### src/rtl/game_pkg.sv
// rtl/game_pkg.sv - shared mode encodings, button indices and FSM state type for the game front end
package game_pkg;

    localparam logic [2:0] MODE_MENU     = 3'd0;
    localparam logic [2:0] MODE_CLASSIC  = 3'd1;
    localparam logic [2:0] MODE_INFINITY = 3'd2;
    localparam logic [2:0] MODE_PAUSE    = 3'd4;

    localparam int BTN_L = 0;
    localparam int BTN_R = 1;
    localparam int BTN_U = 2;
    localparam int BTN_D = 3;
    localparam int BTN_C = 4;

    // State codes equal the mode codes so the mode output is the state itself
    typedef enum logic [2:0] {
        ST_MENU     = MODE_MENU,
        ST_CLASSIC  = MODE_CLASSIC,
        ST_INFINITY = MODE_INFINITY,
        ST_PAUSE    = MODE_PAUSE
    } game_state_t;

endpackage

### src/rtl/game_debounce.sv
// rtl/game_debounce.sv - 1-bit synchroniser, tick-sampled history and debounced level register
module game_debounce #(
    parameter int N_SAMPLES = 3
) (
    input  logic clk,
    input  logic rst_n,
    input  logic tick,
    input  logic raw,
    output logic level
);

    logic                 sync1;
    logic                 sync2;
    logic [N_SAMPLES-1:0] hist;
    logic [N_SAMPLES-1:0] hist_nxt;

    assign hist_nxt = {hist[N_SAMPLES-2:0], sync2};

    // Level follows the history only once every sample agrees; mixed history holds it
    always_ff @(posedge clk or negedge rst_n) begin
        if (!rst_n) begin
            sync1 <= 1'b0;
            sync2 <= 1'b0;
            hist  <= '0;
            level <= 1'b0;
        end else begin
            sync1 <= raw;
            sync2 <= sync1;
            if (tick) begin
                hist <= hist_nxt;
                if (&hist_nxt) begin
                    level <= 1'b1;
                end else if (~|hist_nxt) begin
                    level <= 1'b0;
                end
            end
        end
    end

endmodule

### src/rtl/game_input_ctrl.sv
// rtl/game_input_ctrl.sv - switch/button debounce, button edge pulses and game-selection FSM
module game_input_ctrl
    import game_pkg::*;
#(
    parameter int DEBOUNCE_CYCLES = 1_000_000,
    parameter int N_SAMPLES       = 3
) (
    input  logic        clk,
    input  logic        rst_n,
    input  logic [15:0] sw_raw,
    input  logic [4:0]  btn_raw,
    input  logic        game_over_classic,
    input  logic        game_over_infinity,
    output logic [15:0] sw,
    output logic [4:0]  btn_pulse,
    output logic [2:0]  mode,
    output logic        menu_sel,
    output logic        enable_game_classic,
    output logic        enable_game_infinity
);

    localparam int              CW      = $clog2(DEBOUNCE_CYCLES);
    localparam logic [CW-1:0]   CNT_MAX = CW'(DEBOUNCE_CYCLES - 1);

    logic [CW-1:0] presc_cnt;
    logic          tick;
    logic [20:0]   raw_all;
    logic [20:0]   lvl_all;
    logic [4:0]    btn_lvl;
    logic [4:0]    btn_lvl_d;

    game_state_t   state;
    game_state_t   state_nxt;
    logic          sel_nxt;
    logic          p_l;
    logic          p_r;
    logic          p_c;
    logic          abort;
    logic          pause_over;

    always_ff @(posedge clk or negedge rst_n) begin
        if (!rst_n) begin
            presc_cnt <= '0;
        end else if (presc_cnt == CNT_MAX) begin
            presc_cnt <= '0;
        end else begin
            presc_cnt <= presc_cnt + 1'b1;
        end
    end

    assign tick    = (presc_cnt == CNT_MAX);
    assign raw_all = {btn_raw, sw_raw};

    genvar gi;
    generate
        for (gi = 0; gi < 21; gi++) begin : g_deb
            game_debounce #(
                .N_SAMPLES (N_SAMPLES)
            ) u_deb (
                .clk   (clk),
                .rst_n (rst_n),
                .tick  (tick),
                .raw   (raw_all[gi]),
                .level (lvl_all[gi])
            );
        end
    endgenerate

    assign sw      = lvl_all[15:0];
    assign btn_lvl = lvl_all[20:16];

    always_ff @(posedge clk or negedge rst_n) begin
        if (!rst_n) begin
            btn_lvl_d <= '0;
            btn_pulse <= '0;
        end else begin
            btn_lvl_d <= btn_lvl;
            btn_pulse <= btn_lvl & ~btn_lvl_d;
        end
    end

    assign p_l        = btn_pulse[BTN_L];
    assign p_r        = btn_pulse[BTN_R];
    assign p_c        = btn_pulse[BTN_C];
    assign abort      = sw[0];
    assign pause_over = menu_sel ? game_over_infinity : game_over_classic;

    // Each branch is ordered abort > game_over > C > L/R
    always_comb begin
        state_nxt = state;
        sel_nxt   = menu_sel;
        case (state)
            ST_MENU: begin
                if (p_c) begin
                    state_nxt = menu_sel ? ST_INFINITY : ST_CLASSIC;
                end else if (p_l && !p_r) begin
                    sel_nxt = 1'b0;
                end else if (p_r && !p_l) begin
                    sel_nxt = 1'b1;
                end
            end
            ST_CLASSIC: begin
                if (abort || game_over_classic) begin
                    state_nxt = ST_MENU;
                end else if (p_c) begin
                    state_nxt = ST_PAUSE;
                end
            end
            ST_INFINITY: begin
                if (abort || game_over_infinity) begin
                    state_nxt = ST_MENU;
                end else if (p_c) begin
                    state_nxt = ST_PAUSE;
                end
            end
            ST_PAUSE: begin
                if (abort || pause_over) begin
                    state_nxt = ST_MENU;
                end else if (p_c) begin
                    state_nxt = menu_sel ? ST_INFINITY : ST_CLASSIC;
                end
            end
            default: begin
                state_nxt = ST_MENU;
            end
        endcase
    end

    always_ff @(posedge clk or negedge rst_n) begin
        if (!rst_n) begin
            state                <= ST_MENU;
            menu_sel             <= 1'b0;
            mode                 <= MODE_MENU;
            enable_game_classic  <= 1'b0;
            enable_game_infinity <= 1'b0;
        end else begin
            state                <= state_nxt;
            menu_sel             <= sel_nxt;
            mode                 <= state_nxt;
            enable_game_classic  <= (state_nxt == ST_CLASSIC)  || ((state_nxt == ST_PAUSE) && !sel_nxt);
            enable_game_infinity <= (state_nxt == ST_INFINITY) || ((state_nxt == ST_PAUSE) &&  sel_nxt);
        end
    end

endmodule

### config.mk
export PLATFORM = sky130hd
export DESIGN_NAME = game_input_ctrl
export DESIGN_NICKNAME = d
export VERILOG_FILES = /design/src/rtl/game_pkg.sv /design/src/rtl/game_debounce.sv /design/src/rtl/game_input_ctrl.sv
export SDC_FILE = /design/constraint.sdc
export NUM_CORES = 1
export LEC_CHECK = 0
export CORE_MARGIN = 5
export CORE_UTILIZATION = 43
export DETAILED_ROUTE_END_ITERATION = 8
export SLEW_MARGIN = 40
export SYNTH_ARGS = -nofsm -noshare
export SYNTH_HDL_FRONTEND = slang
export SYNTH_SLANG_ARGS = --single-unit
### constraint.sdc
create_clock -name clk -period 3.4 [get_ports clk]
set_clock_uncertainty 0.1 [all_clocks]
set_input_delay 0.85 -clock clk [delete_from_list [all_inputs] [get_ports clk]]
set_output_delay 0.85 -clock clk [all_outputs]
set_load 0.01 [all_outputs]
==> impl_metrics.tcl, run 1 <==
set metrics [dict create \
    fmax_mhz 411 \
    syn-cell-area_um2 5450 \
    hold_viol 0 \
    drt-vias-per-instance 5.24 \
    clkLatencyLatePin_ps 420 \
    syn_inst 403 \
    io_buffers 51 \
    r2r_slack_ps 1020 \
    ys_async_sr_fraction_pct 100 \
    overflow 0 \
    slew_violations 0 \
    cp_data_required_time_ps 2450 \
    fin_setup_tns_ps 0 \
    post-route-min-period_ps 2430 \
    path_cells "clkdlybuf4s50_1" \
    finalNonFillerCells 635 \
    synth_area_leaders "dfrtp_1 (65%), mux2_2 (6.6%), o41ai_1 (3.4%), o211ai_1 (2.9%), buf_4 (2.8%)" \
    crit_cells 1 \
    synth.top_cells.by_count "dfrtp_1 (141), mux2_2 (32), nand2_1 (30)" \
    cp_slowest_stage_delay_ps 590 \
    placed_cells 605 \
    finalSetupViolCount 0 \
    core_area_um2 12500 \
    grt_pass1_vias 3449 \
    yosys.area.top_type "dfrtp_1" \
    peakVddDrop_v 0.000389 \
    syn_area_per_cell_um2 13.5 \
    p_sw_share_pct 19.6 \
    antenna_found_initial 0 \
    cts_root_buf "clkbuf_16" \
    row_count 41 \
    die_x_um 123 \
    io_pins 52 \
    cp_top_family "buffers and inverters" \
    syn-num-nets 429 \
    gp_congestion 0.793 \
    cts.clk_slew.worst_paths_ps 50 \
    power.share.combinational_pct 1.8 \
    grt_pass1_wl_um 16600 \
    power.internal_w 0.00279 \
    antenna_cells 0 \
    clock-sinks 141 \
    routed.top_layer "met4" \
    ant_nets 0 \
    cts_max_path_buffers 2 \
    period_share_pct 71.6 \
    drc_errors 0 \
    worstReg2RegEnd "g_deb[15].u_deb.hist[1]" \
    status "finished, final reports clean" \
    p_leak_nw 2.87 \
    nNetsFinal 478 \
    cts_tree "done" \
    max_cap_violations 0 \
    drt_wl_total_um 9680 \
    synth_seq_cells 141 \
    via_count 3330 \
    worstRegToRegCells 6 \
    wl_met3_um 468 \
    ys_seq_area_share_pct 64.8 \
    fillers 1093 \
    critPathBufInv 1 \
    cp-start-kind "flip-flop" \
    synth_top_area_share_pct 64.8 \
    drt_iter0_drc 161 \
    dp.final_hpwl_um 6080 \
    post_cts_resized 0 \
    path_class "reg -> out" \
    p_seq_share_pct 49.5 \
    cts_buffers 17 \
    hold_buffers 0 \
    ys_types 48 \
    cp-startpoint "state[2]" \
    yosys_warnings 0 \
    p_switching_w 0.000683 \
    drt_pass1_iterations 4 \
    arrival_ps 1480 \
    r2r-start "presc_cnt[0]" \
    rsz0062_at_grt "no" \
    holdWs_ps 245 \
    track_usage_pct 14.4 \
    clockPowerShare_pct 48.7 \
    initial_utilization_pct 43.5 \
    grt_max_degree 58 \
    dieArea_um2 15000 \
    endpoint_kind "primary output" \
    powerDensity_nw_per_um2 528 \
    met1_length_um 4370 \
    hold_class "reg -> reg" \
    routedWlPerCell_um 15.2 \
    yosysMostFrequentCell "dfrtp_1" \
    slew_headroom_pct 60.5 \
    slowest_stage "clkdlybuf4s50_1" \
    area_growth_pct 20.9 \
    crit_fanout 9 \
    ys.flop_type "dfrtp_1" \
    cts_setup_buffers 0 \
    drive_gt1_share_pct 15.8 \
    htreeDepth 4 \
    dr_wl_met2_um 4660 \
    crit_end "mode[2]" \
    die_y_um 123 \
    synth_edf_count 0 \
    worst-slew-pin-transition_ps 588 \
]
-- registers in the layout (all words and copies together), names as in the netlist --
register / flops
g_deb.u_deb.hist: 42
g_deb.u_deb.level: 21
g_deb.u_deb.sync1: 21
g_deb.u_deb.sync2: 21
presc_cnt: 20
btn_lvl_d: 5
btn_pulse: 5
state: 3
enable_game_classic: 1
enable_game_infinity: 1
menu_sel: 1
-- final cells by class --
type                    count  area [µm²]  share of cell area (%)
repair buffers             58         589                    8.95
clock buffers              21         440                    6.69
inverters                   4        15.0                   0.228
multi-input cells         230        1700                    25.8
well taps                 172         215                    3.27
clock inverters             9        97.6                    1.48
flip-flops and latches    141        3530                    53.6
-- power by group through the flow --
stage	logic [W]	registers (W)	clock network [W]
global route	0.0000739	0.00172	0.00182
finish	0.0000637	0.00172	0.00169
global placement	0.0000661	0.00175	0
floorplan	0.000000684	0.00174	0
CTS	0.0000676	0.00172	0.00175
detailed placement	0.0000674	0.00175	0
-- cell usage in the layout, fill, tap and decap left out, types with 2 or more instances in the layout --
master / instances
or3_1: 2
clkbuf_16: 17
a21oi_1: 4
nand4_1: 6
clkdlybuf4s50_1: 50
o21ai_0: 3
xor2_1: 5
clkbuf_1: 4
buf_12: 2
mux2_1: 10
or3b_1: 2
o22a_1: 2
or2_2: 2
mux2_2: 32
o211ai_1: 21
nor3_1: 3
o41ai_1: 21
nor4_1: 4
nand2_1: 30
nor2_1: 11
clkinv_2: 6
o2bb2ai_1: 2
nand3_1: 28
nand3b_1: 2
nor2b_1: 7
mux2i_1: 2
buf_4: 5
dfrtp_1: 141
inv_1: 4
nor4b_1: 2
xnor2_1: 9
bufinv_16: 2
-- metrics by stage --
stage / total power [W] / cell area (µm²) / util [%] / setup slack, ps
global route: 0.00361 / 6590 / 52.6 / 894
floorplan: 0.00174 / 5450 / - / 1270
finish: 0.00348 / 6590 / 52.6 / 966
global placement: 0.00181 / 6050 / 48.3 / 799
detailed placement: 0.00182 / 6050 / 48.3 / 779
CTS: 0.00353 / 6590 / 52.6 / 945
-- how the worst min path moves through the flow --
| stage | start | endpoint | cells after the start |
|---|---|---|---|
| global route | g_deb[10].u_deb.sync1 | g_deb[10].u_deb.sync2 | 0 |
| CTS | g_deb[8].u_deb.sync1 | g_deb[8].u_deb.sync2 | 0 |
| detailed placement | g_deb[8].u_deb.sync1 | g_deb[8].u_deb.sync2 | 0 |
| floorplan | g_deb[0].u_deb.sync1 | g_deb[0].u_deb.sync2 | 0 |
| finish | g_deb[8].u_deb.sync1 | g_deb[8].u_deb.sync2 | 0 |
| global placement | g_deb[12].u_deb.sync1 | g_deb[12].u_deb.sync2 | 0 |
-- metal layers --
layer | vias up | global-route usage (%)
li1 | 1551 | -
met1 | 1710 | 17.7
met3 | 14 | 5.30
met4 | 0 | 6.09
met5 | - | 0
met2 | 55 | 22.9
-- logic make-up after synthesis --
family,synth area share (%)
adders and majority gates,0.230
buffers and inverters,4.00
DFF,64.8
xor gates and xnor gates,2.25
muxes,9.05
AOI/OAI and AO/OA,8.48
and+or+nand+nor,11.2
Power figures use the tool's default switching activity.
==> run 2: changes to the inputs <==
- PLACE_DENSITY: default -> 0.65
- clock period: 3.4 -> 2.2 ns (I/O delays scaled with it)
==> run 2 against run 1 <==
Sequential share of layout area fell by 1.8 points. Sequential cell count did not move. Global-route usage rose by 0.78 points. Register-to-register slack got worse by 860 ps. Sequential power rose by 55%. Via count rose by 1.3%. Clock power rose by 86%. Non-clock buffer count rose by 8. Design area rose by 3.6%. First-iteration DRC count rose by 22%. Routed wire length rose by 2.6%. Largest cell class unchanged.
==> impl_metrics.tcl, run 2 (synthesis results as in run 1) <==
set metrics [dict create \
    core_area_um2 12500 \
    clock-sinks 141 \
    dieArea_um2 15000 \
    fmax_mhz 470 \
    drt_pass1_iterations 5 \
    p_leak_nw 2.98 \
    regMostFlops "g_deb.u_deb.hist" \
    hold_class "reg -> reg" \
    slew_headroom_pct 60.0 \
    critPathBufInv 1 \
    power.internal_w 0.00478 \
    antenna_found_initial 0 \
    grt_max_degree 53 \
    endpoint_kind "primary output" \
    arrival_ps 1480 \
    p_sw_share_pct 19.1 \
    slowest_stage "clkdlybuf4s50_1" \
    finalSetupViolCount 0 \
    drt_wl_total_um 9940 \
    overflow 0 \
    cts_setup_buffers 0 \
    peakVddDrop_v 0.000717 \
    drt_iter0_drc 197 \
    cp-start-kind "flip-flop" \
    die_y_um 123 \
    row_count 41 \
    place_area_um2 6130 \
    initial_utilization_pct 43.5 \
    largest_reg_flops 42 \
    cts_max_path_buffers 2 \
    antenna_cells 0 \
    ant_nets 0 \
    area_growth_pct 25.2 \
    fillers 1042 \
    path_class "reg -> out" \
    final_common_cell "dfrtp_1" \
    drc_errors 0 \
    cp_top_family "buffers and inverters" \
    dp.final_hpwl_um 6250 \
    fin_setup_tns_ps 0 \
    worst-slew-pin-transition_ps 594 \
    hold_viol 0 \
    htreeDepth 4 \
    gp_congestion 0.780 \
    status "finished, final reports clean" \
    io_buffers 51 \
    nNetsFinal 486 \
    path_cells "clkdlybuf4s50_1" \
    grt_pass1_wl_um 17600 \
    crit_fanout 8 \
    cts_root_buf "clkbuf_16" \
    design_area_um2 6820 \
    clkLatencyLatePin_ps 420 \
    io_pins 52 \
    cts_buffers 17 \
    cp_slowest_stage_delay_ps 590 \
    slew_violations 0 \
    clockPowerShare_pct 53.3 \
    grt_pass1_vias 3581 \
    powerDensity_nw_per_um2 866 \
    via_count 3372 \
    die_x_um 123 \
    p_switching_w 0.00113 \
    period_share_pct 96.8 \
    track_usage_pct 15.2 \
    cts.clk_slew.worst_paths_ps 60 \
    total_power_w 0.00591 \
    max_cap_violations 0 \
    rsz0062_at_grt "no" \
    layout_common_cells "dfrtp_1 (140), clkdlybuf4s50_1 (50), mux2_2 (32)" \
    routedWlPerCell_um 15.4 \
    cp_data_required_time_ps 1550 \
    post-route-min-period_ps 2130 \
    drive_gt1_share_pct 19.0 \
    drt-vias-per-instance 5.23 \
    cts_tree "done" \
    power.share.combinational_pct 1.8 \
    p_seq_share_pct 45.0 \
]
run 2: cell types whose count changed in the layout (fill, tap and decap cells not counted), sizes merged:
cell | previous run | this run
buf | 8 | 15
bufinv | 2 | 5
clkinvlp | 1 | 0
dlygate4sd3 | 0 | 1
run 2: final cells by class:
| cell class | instances | area, µm² | share of cell area (%) |
|---|---|---|---|
| Tap cell | 172 | 215 | 3.16 |
| Multi-Input combinational cell | 230 | 1730 | 25.3 |
| Sequential cell | 141 | 3530 | 51.8 |
| Inverter | 4 | 15.0 | 0.220 |
| Clock buffer | 21 | 470 | 6.90 |
| Clock inverter | 11 | 188 | 2.75 |
| Timing Repair Buffer | 66 | 677 | 9.92 |
run 2: power by group through the flow:
| stage | logic, W | registers (W) | clock network (W) |
|---|---|---|---|
| 2_1_floorplan | 0.00000106 | 0.00269 | 0 |
| 3_3_place_gp | 0.000107 | 0.00270 | 0 |
| 3_5_place_dp | 0.000110 | 0.00270 | 0 |
| 4_1_cts | 0.000112 | 0.00265 | 0.00322 |
| 5_1_grt | 0.000124 | 0.00266 | 0.00334 |
| 6_report | 0.000106 | 0.00266 | 0.00315 |
run 2: path summary, 6_finish.rpt:
kind / depth (start not counted) / slack, ps / to / startpoint
worst max register to register: 5 / 160 / g_deb[14].u_deb.level / presc_cnt[8]
worst max-delay path: 1 / 70 / mode[1] / state[1]
max in group asynchronous: 3 / 720 / g_deb[10].u_deb.level / rst_n
worst min-delay path: 0 / 240 / g_deb[3].u_deb.sync2 / g_deb[3].u_deb.sync1
worst min register to register: 0 / 240 / g_deb[3].u_deb.sync2 / g_deb[3].u_deb.sync1
min in group asynchronous: 2 / 540 / g_deb[7].u_deb.sync2 / rst_n
run 2: routing by layer:
metal	track usage, %	share of wire, %
met1	19.1	45
met4	6.30	1.3
met3	6.04	4.9
met5	0	0
met2	23.3	49
run 2: worst reg2reg max path, cell delays in order (launching register included):
cell and delay, ps:
dfrtp_1 420, nor4b_2 360, nand4_1 230, buf_4 300
o41ai_1 320, o211ai_1 160
run 2: timing repair:
| action | CTS | global route |
|---|---|---|
| endpoints found under the hold margin | 47 | 0 |
| hold buffers | 1 | 0 |
| endpoints found under the setup margin | 0 | 5 |
| resized for setup | 0 | 5 |
run 2: through the flow:
stage / util [%] / hold slack (ps) / worst slack [ps] / std cells
after floorplan: - / 154 / 248 / 403
after global placement: 48.9 / 233 / -99.5 / 612
after detailed placement: 48.9 / 235 / -131 / 612
after CTS: 54.3 / 245 / 41.0 / 645
after global routing: 54.5 / 254 / 6.31 / 645
final: 54.5 / 244 / 70.6 / 645
